### src/rtl/reg_file_param.sv
// Parametrised register file: two combinational read ports, one clocked write port,
// optional hardwired zero entry, write-to-read bypass, write-done pulse and clear sweep.
module reg_file_param #(
  parameter int unsigned DATA_WIDTH = 8,
  parameter int unsigned ADDR_WIDTH = 3,
  parameter int unsigned ZERO_REG   = 0,
  parameter int unsigned BYPASS     = 1
) (
  input  logic                  CLK,
  input  logic                  RESET_N,
  input  logic [DATA_WIDTH-1:0] IN,
  input  logic [ADDR_WIDTH-1:0] INADDRESS,
  input  logic                  WRITE,
  input  logic                  BUSYWAIT,
  input  logic [ADDR_WIDTH-1:0] OUT1ADDRESS,
  input  logic [ADDR_WIDTH-1:0] OUT2ADDRESS,
  output logic [DATA_WIDTH-1:0] OUT1,
  output logic [DATA_WIDTH-1:0] OUT2,
  input  logic                  CLEAR,
  output logic                  CLEAR_BUSY,
  output logic                  WRITE_DONE
);

  localparam int unsigned DEPTH = 1 << ADDR_WIDTH;
  localparam logic [ADDR_WIDTH-1:0] LAST_IDX = ADDR_WIDTH'(DEPTH - 1);

  typedef enum logic {ST_IDLE, ST_SWEEP} state_t;

  state_t                r_state;
  state_t                w_next_state;
  logic [ADDR_WIDTH-1:0] r_idx;
  logic [ADDR_WIDTH-1:0] w_next_idx;
  logic [DATA_WIDTH-1:0] r_mem [DEPTH];
  logic                  r_clear_busy;
  logic                  r_write_done;
  logic                  w_we;
  logic                  w_wr_zero;

  assign w_we      = WRITE & ~BUSYWAIT & (r_state == ST_IDLE);
  assign w_wr_zero = (ZERO_REG != 0) && (INADDRESS == '0);

  // State and sweep index registers
  always_ff @(posedge CLK or negedge RESET_N) begin
    if (!RESET_N) begin
      r_state <= ST_IDLE;
      r_idx   <= '0;
    end else begin
      r_state <= w_next_state;
      r_idx   <= w_next_idx;
    end
  end

  // Next-state logic; the sweep always runs DEPTH cycles and ignores CLEAR once started
  always_comb begin
    w_next_state = r_state;
    w_next_idx   = r_idx;
    case (r_state)
      ST_IDLE: begin
        if (CLEAR) begin
          w_next_state = ST_SWEEP;
          w_next_idx   = '0;
        end
      end
      ST_SWEEP: begin
        w_next_idx = r_idx + ADDR_WIDTH'(1);
        if (r_idx == LAST_IDX) begin
          w_next_state = ST_IDLE;
          w_next_idx   = '0;
        end
      end
      default: begin
        w_next_state = ST_IDLE;
        w_next_idx   = '0;
      end
    endcase
  end

  // Storage: sweep clear takes the port while busy, otherwise normal write
  always_ff @(posedge CLK or negedge RESET_N) begin
    if (!RESET_N) begin
      for (int i = 0; i < DEPTH; i++) begin
        r_mem[i] <= '0;
      end
    end else if (r_state == ST_SWEEP) begin
      r_mem[r_idx] <= '0;
    end else if (w_we && !w_wr_zero) begin
      r_mem[INADDRESS] <= IN;
    end
  end

  // Status flags; a discarded zero-register write still counts as committed
  always_ff @(posedge CLK or negedge RESET_N) begin
    if (!RESET_N) begin
      r_clear_busy <= 1'b0;
      r_write_done <= 1'b0;
    end else begin
      r_clear_busy <= (w_next_state == ST_SWEEP);
      r_write_done <= w_we;
    end
  end

  assign CLEAR_BUSY = r_clear_busy;
  assign WRITE_DONE = r_write_done;

  // Read port 1
  always_comb begin
    OUT1 = r_mem[OUT1ADDRESS];
    if ((ZERO_REG != 0) && (OUT1ADDRESS == '0)) begin
      OUT1 = '0;
    end else if ((BYPASS != 0) && w_we && (INADDRESS == OUT1ADDRESS)) begin
      OUT1 = IN;
    end
  end

  // Read port 2
  always_comb begin
    OUT2 = r_mem[OUT2ADDRESS];
    if ((ZERO_REG != 0) && (OUT2ADDRESS == '0)) begin
      OUT2 = '0;
    end else if ((BYPASS != 0) && w_we && (INADDRESS == OUT2ADDRESS)) begin
      OUT2 = IN;
    end
  end

endmodule
### config.mk
export PLATFORM = sky130hd
export DESIGN_NAME = reg_file_param
export DESIGN_NICKNAME = d
export VERILOG_FILES = /design/src/rtl/reg_file_param.sv
export SDC_FILE = /design/constraint.sdc
export NUM_CORES = 1
export LEC_CHECK = 0
export CORE_MARGIN = 1.5
export CORE_UTILIZATION = 31
export DETAILED_ROUTE_END_ITERATION = 10
export PLACE_DENSITY = 0.57
export SETUP_SLACK_MARGIN = 0.2
export SYNTH_ARGS = -nofsm -noshare
export SYNTH_HDL_FRONTEND = slang
export SYNTH_SLANG_ARGS = --single-unit
### constraint.sdc
create_clock -name CLK -period 2.2 [get_ports CLK]
set_input_delay 0.44 -clock CLK [delete_from_list [all_inputs] [get_ports CLK]]
set_output_delay 0.44 -clock CLK [all_outputs]
set_load 0.05 [all_outputs]
# --- Word-level counts from Yosys, hierarchy flattened ---
# Cells that the tools add are included.
totals:
  input_bits: 22
  register_bits: 69
  out_inout_bits: 18
  wordCells: 58
op_classes:
  n_bitwise: 10
  muxes: 21
  reduce_logical: 5
  n_eq_ne: 4
  order_cmp: 6
  addsub: 1
ops:
  columns: ["cell", "count"]
  rows:
  - ["$mux W64", 2]
  - ["$and A64 B64 Y64", 1]
  - ["$bwmux W64", 1]
  - ["$mux W8", 8]
  - ["$not A64 Y64", 1]
  - ["$bmux W8 S3", 2]
  - ["$demux W8 S3", 2]
  - ["$ge A4 B4 Y1 const B", 4]
  - ["$not A3 Y4", 4]
  - ["$lt A4 B1 Y1 const B", 2]
  - ["$eq A3 B3 Y1", 2]
  - ["$mux W3", 2]
  - ["$pmux W3 S2", 1]
  - ["$logic_and A1 B1 Y1", 4]
  - ["$add A3 B1 Y3 const B", 1]
  - ["$eq A3 B3 Y1 const B", 1]
  - ["$and A1 B1 Y1", 2]
  - ["$mux W1", 2]
  - ["$ne A2 B2 Y1 const B", 1]
  - ["$not A1 Y1", 2]
  - ["$pmux W1 S2", 1]
  - ["$reduce_bool A2 Y1", 1]

# --- Depth between registers and ports, before layout ---
logic_depth:
  word_depth: 8
  mapped_depth: 5
  ltp_nobuf: 4

# --- Least setup slack after synthesis ---
# No wires, ideal clock.
synth_timing:
  path_type: "input to output"
  startpoint: "in OUT1ADDRESS[1]"
  endpoint: "out OUT1[3]"
  path_buffers: 1
  t_required_ns: 1.760
  cell_stages: 4
  setup_slack_ns: -0.034
  arrival_ns: 1.794
  path_cell_list: "buf_2 > mux4_1 > mux2_2 > mux2_2"
synth_between:
  elab_chain_cells: 5
  elab_cells_between_ends: 7
synth_rtl:
  columns: ["element", "line", "rtl"]
  rows:
  - ["start: declaration", "15", "input logic [ADDR_WIDTH-1:0] OUT1ADDRESS,"]
  - ["$not A3 Y4 (implied by the code)", "107", "OUT1 = r_mem[OUT1ADDRESS];"]
  - ["$bmux W8 S3", "107", null]
  - ["$mux W8 (implied by the code) (2 in series)", "107", null]
  - ["$mux W8 (*)", "110", "end else if ((BYPASS != 0) && w_we && (INADDRESS == OUT1ADDRESS)) begin"]
  - ["end: declaration", "17", "output logic [DATA_WIDTH-1:0] OUT1,"]
# Mark *: on every way between the ends. The rest lies on a longest branch, timed or not. The select of a mux whose other input is x is not followed.

# --- Worst setup path in the final report ---
layout_timing:
  startpoint: "reg r_mem[43] in the netlist's numbering"
  endpoint: "out OUT2[3]"
layout_between:
  elab_chain_cells: 4
layout_rtl:
  columns: ["element", "line", "rtl"]
  rows:
  - ["start: declaration", "33", "logic [DATA_WIDTH-1:0] r_mem [DEPTH];"]
  - ["start signal: indexed assignment", "82", "r_mem[i] <= '0;"]
  - ["start signal: indexed assignment", "85", "r_mem[r_idx] <= '0;"]
  - ["start signal: indexed assignment", "87", "r_mem[INADDRESS] <= IN;"]
  - ["$bmux W8 S3", "117", "OUT2 = r_mem[OUT2ADDRESS];"]
  - ["$mux W8 (implied by the code) (2 in series)", "117", null]
  - ["$mux W8", "120", "end else if ((BYPASS != 0) && w_we && (INADDRESS == OUT2ADDRESS)) begin"]
  - ["end: declaration", "18", "output logic [DATA_WIDTH-1:0] OUT2,"]
# Every way passes these cells. The select of a mux whose other input is x is not followed.

==> out/summary.txt <==
YS warnings = 0
DRT antenna net count = 0
number of H-tree levels = 3
Worst Skew = 7.66 ps
CTS Sinks = 69
Critical R2R Capture = r_mem[36]
drt via density = 5.60
ys flop type = dfrtp_1
Slowest cell on crit path = mux4_2
routability cong. = 0.817
DR WL/cell = 23.3 µm
# diodes = 0
Iter 0 DRT Violations = 254
fin area = 5810 µm²
Simple-Gate Fraction of Synth Area = 0.0478
PnR worst setup slack = -211 ps
post-placement cell count = 516
Max stage delay on crit path = 500 ps
Clock power frac = 0.284
mapped cell area = 4030 µm²
clock root buffer = clkbuf_16
max_slew headroom = 0.612
drt total wl = 13000 µm
violated checks = setup timing
Post-Syn Nets = 295
final total power = 0.00499 W
hpwl dp = 8380 µm
Hold Path Class = in -> async
GRT Overall Usage = 0.206
first-pass GRT wire length = 20100 µm
RSZ-0062 raised after global routing = true
commonest cells after routing, fill and taps aside = 69 x dfrtp_1, 64 x a22o_1, 57 x buf_4
Tcrit/Tclk final = 1.10
Yosys cell types = 36
# fillers = 1151
run status = complete, but fails checks
R2R cell count = 5
Synth Area in XOR/XNOR = 0.0130
CP dominant cell by count = mux2_4
Mapped Cells = 271
sequential area share after synthesis = 0.429
worst slew pin tran = 581 ps
Tmin final = 2410 ps
Mean Syn Cell Area = 14.9 µm²
total CTS buffers = 9
area of the core = 12700 µm²
Initial Utilization = 0.318
mux cell area share after synthesis = 0.301
CP Max Fanout = 3
commonest non-fill, non-tap cell in the layout = dfrtp_1
pwr dens = 860 nW/µm²
vias in the first global route = 3263
total of max-cap violations = 0
register area = 1730 µm²
CTS tree = done
final hold viol count = 0
drt pass-1 iters = 5
critical path class = reg -> out
die area = 13700 µm²
Crit Reg-Reg Startpoint = CLEAR_BUSY
Reg2Reg Setup Slack = 480 ps
asr flop ratio synth = 1.00
placed cell areas = 5040 µm²
switching fraction of total power = 0.336
critical path capture point type = output pin
vias post-DR = 3133
antenna violations before repair = 0
Post-synth EDFFs = 0
Comb power frac = 0.379
DRC violations left = 0
Adder-Cell Fraction of Synth Area = 0.00621
layout cell share with drive strength beyond 1 = 0.504
die height = 117 µm
Fmax = 415 MHz
standard-cell row count = 41
leak pwr = 2.71 nW
Sequential Power Share = 0.337
worst vdd ir = 0.567 mV
hold buffer count at cts = 0
Yosys reg bits = 69
final number of max-transition violations = 0
CP arrival = 1970 ps
multi-input logic area = 2170 µm²
largest family of logic cells by synthesized area = multiplexers
compound-cell area share of the yosys netlist = 0.160
Power Internal = 0.00332 W
pre-CTS WS = -717 ps
io pins = 40
Die Width = 117 µm
Final setup viols = 16
Port-buffer cells = 39
critical-path cell list = mux4_2 -> mux2_4 -> mux2_4 -> buf_8
largest net degree at the start of global routing = 70
Final Net Count = 407
clk_lat worst skew = 330 ps
Worst-path clk slew = 50 ps
setup TNS = -2550 ps
Layout area overhead = 44.2%
total grt overflow = 0
Max clock buf depth = 2
Startpoint Class = flip-flop
worst path required time = 1760 ps
Psw = 0.00168 W
Post-Layout Cell Count = 559
==> how the worst max path moves through the flow <==
stage	endpoint	cells past startpoint	from	slack, ps
after floorplan	OUT1[0]	5	OUT1ADDRESS[0]	20
after global placement	OUT1[7]	6	OUT1ADDRESS[0]	-690
after detailed placement	OUT2[3]	6	OUT2ADDRESS[0]	-720
after CTS	OUT2[6]	7	OUT2ADDRESS[0]	-190
after global routing	OUT2[3]	4	r_mem[43]	-220
final	OUT2[3]	4	r_mem[43]	-210
==> final cells by class <==
| cell class | count | area share |
|---|---|---|
| multi-input combinational | 176 | 0.374 |
| clock inverter | 6 | 0.0112 |
| timing repair buffer | 124 | 0.240 |
| sequential | 69 | 0.297 |
| tap | 172 | 0.0371 |
| clock buffer | 9 | 0.0388 |
| inverter | 3 | 0.00194 |
==> synthesized netlist by cell type, drive strengths merged, types with 2 or more instances <==
| library cell | count | share of area |
|---|---|---|
| mux4 | 32 | 0.20 |
| buf | 19 | 0.037 |
| a21oi | 3 | 0.0037 |
| dfrtp | 69 | 0.43 |
| a22o | 64 | 0.14 |
| xnor2 | 6 | 0.013 |
| nand2 | 5 | 0.0047 |
| mux2 | 32 | 0.097 |
| nor3b | 3 | 0.0068 |
| nor4bb | 2 | 0.0050 |
| nor2 | 4 | 0.0037 |
| nand3b | 2 | 0.0037 |
| and2 | 4 | 0.0062 |
| ha | 2 | 0.0062 |
| or3b | 2 | 0.0043 |
| clkbuf | 4 | 0.0037 |
| inv | 3 | 0.0028 |
| nand4 | 2 | 0.0062 |
| o32a | 3 | 0.0075 |
==> critical path: cells and delay by family (launching register included) <==
kind	cells	cell delay, ps
mux	3	1080
flops	1	420
buf+inv	1	150
==> registers in the layout, indices dropped and copies added (netlist names) <==
register	cells
r_idx	3
r_mem	64
WRITE_DONE	1
CLEAR_BUSY	1
==> power by group through the flow <==
stage	Sequential [W]	Combinational, W	Clock, W
final	0.00168	0.00189	0.00142
after detailed placement	0.00168	0.00165	0
after CTS	0.00167	0.00183	0.00144
after floorplan	0.00167	0.000971	0
after global routing	0.00171	0.00201	0.00151
after global placement	0.00167	0.00162	0
==> stage by stage <==
stage / utilization / hold slack, ps
after floorplan: - / 144
after global placement: 0.398 / 490
after detailed placement: 0.398 / 494
after CTS: 0.451 / 147
after global routing: 0.458 / 155
final: 0.458 / 123
==> kinds of logic (layout without fill, tap and decap cells) <==
| logic type | Yosys count | after routing |
|---|---|---|
| AOI/OAI and AO/OA | 75 | 75 |
| and+or+nand+nor | 28 | 28 |
| DFF | 69 | 69 |
| buffers and inverters | 26 | 142 |
| xor gates and xnor gates | 6 | 6 |
| adders and majority gates | 2 | 2 |
| muxes | 65 | 65 |
==> routing by layer <==
layer,wire [µm],GRT usage
met1,5440,0.283
met2,6220,0.338
met3,1230,0.0484
met4,121,0.0418
met5,0,0
==> timing repair <==
action                     CTS  global route
resized for setup          110            12
gates cloned                 4             0
setup buffers               14            10
setup endpoints to repair   24            23
pin swaps                    7             1
Power figures use the tool's default switching activity.
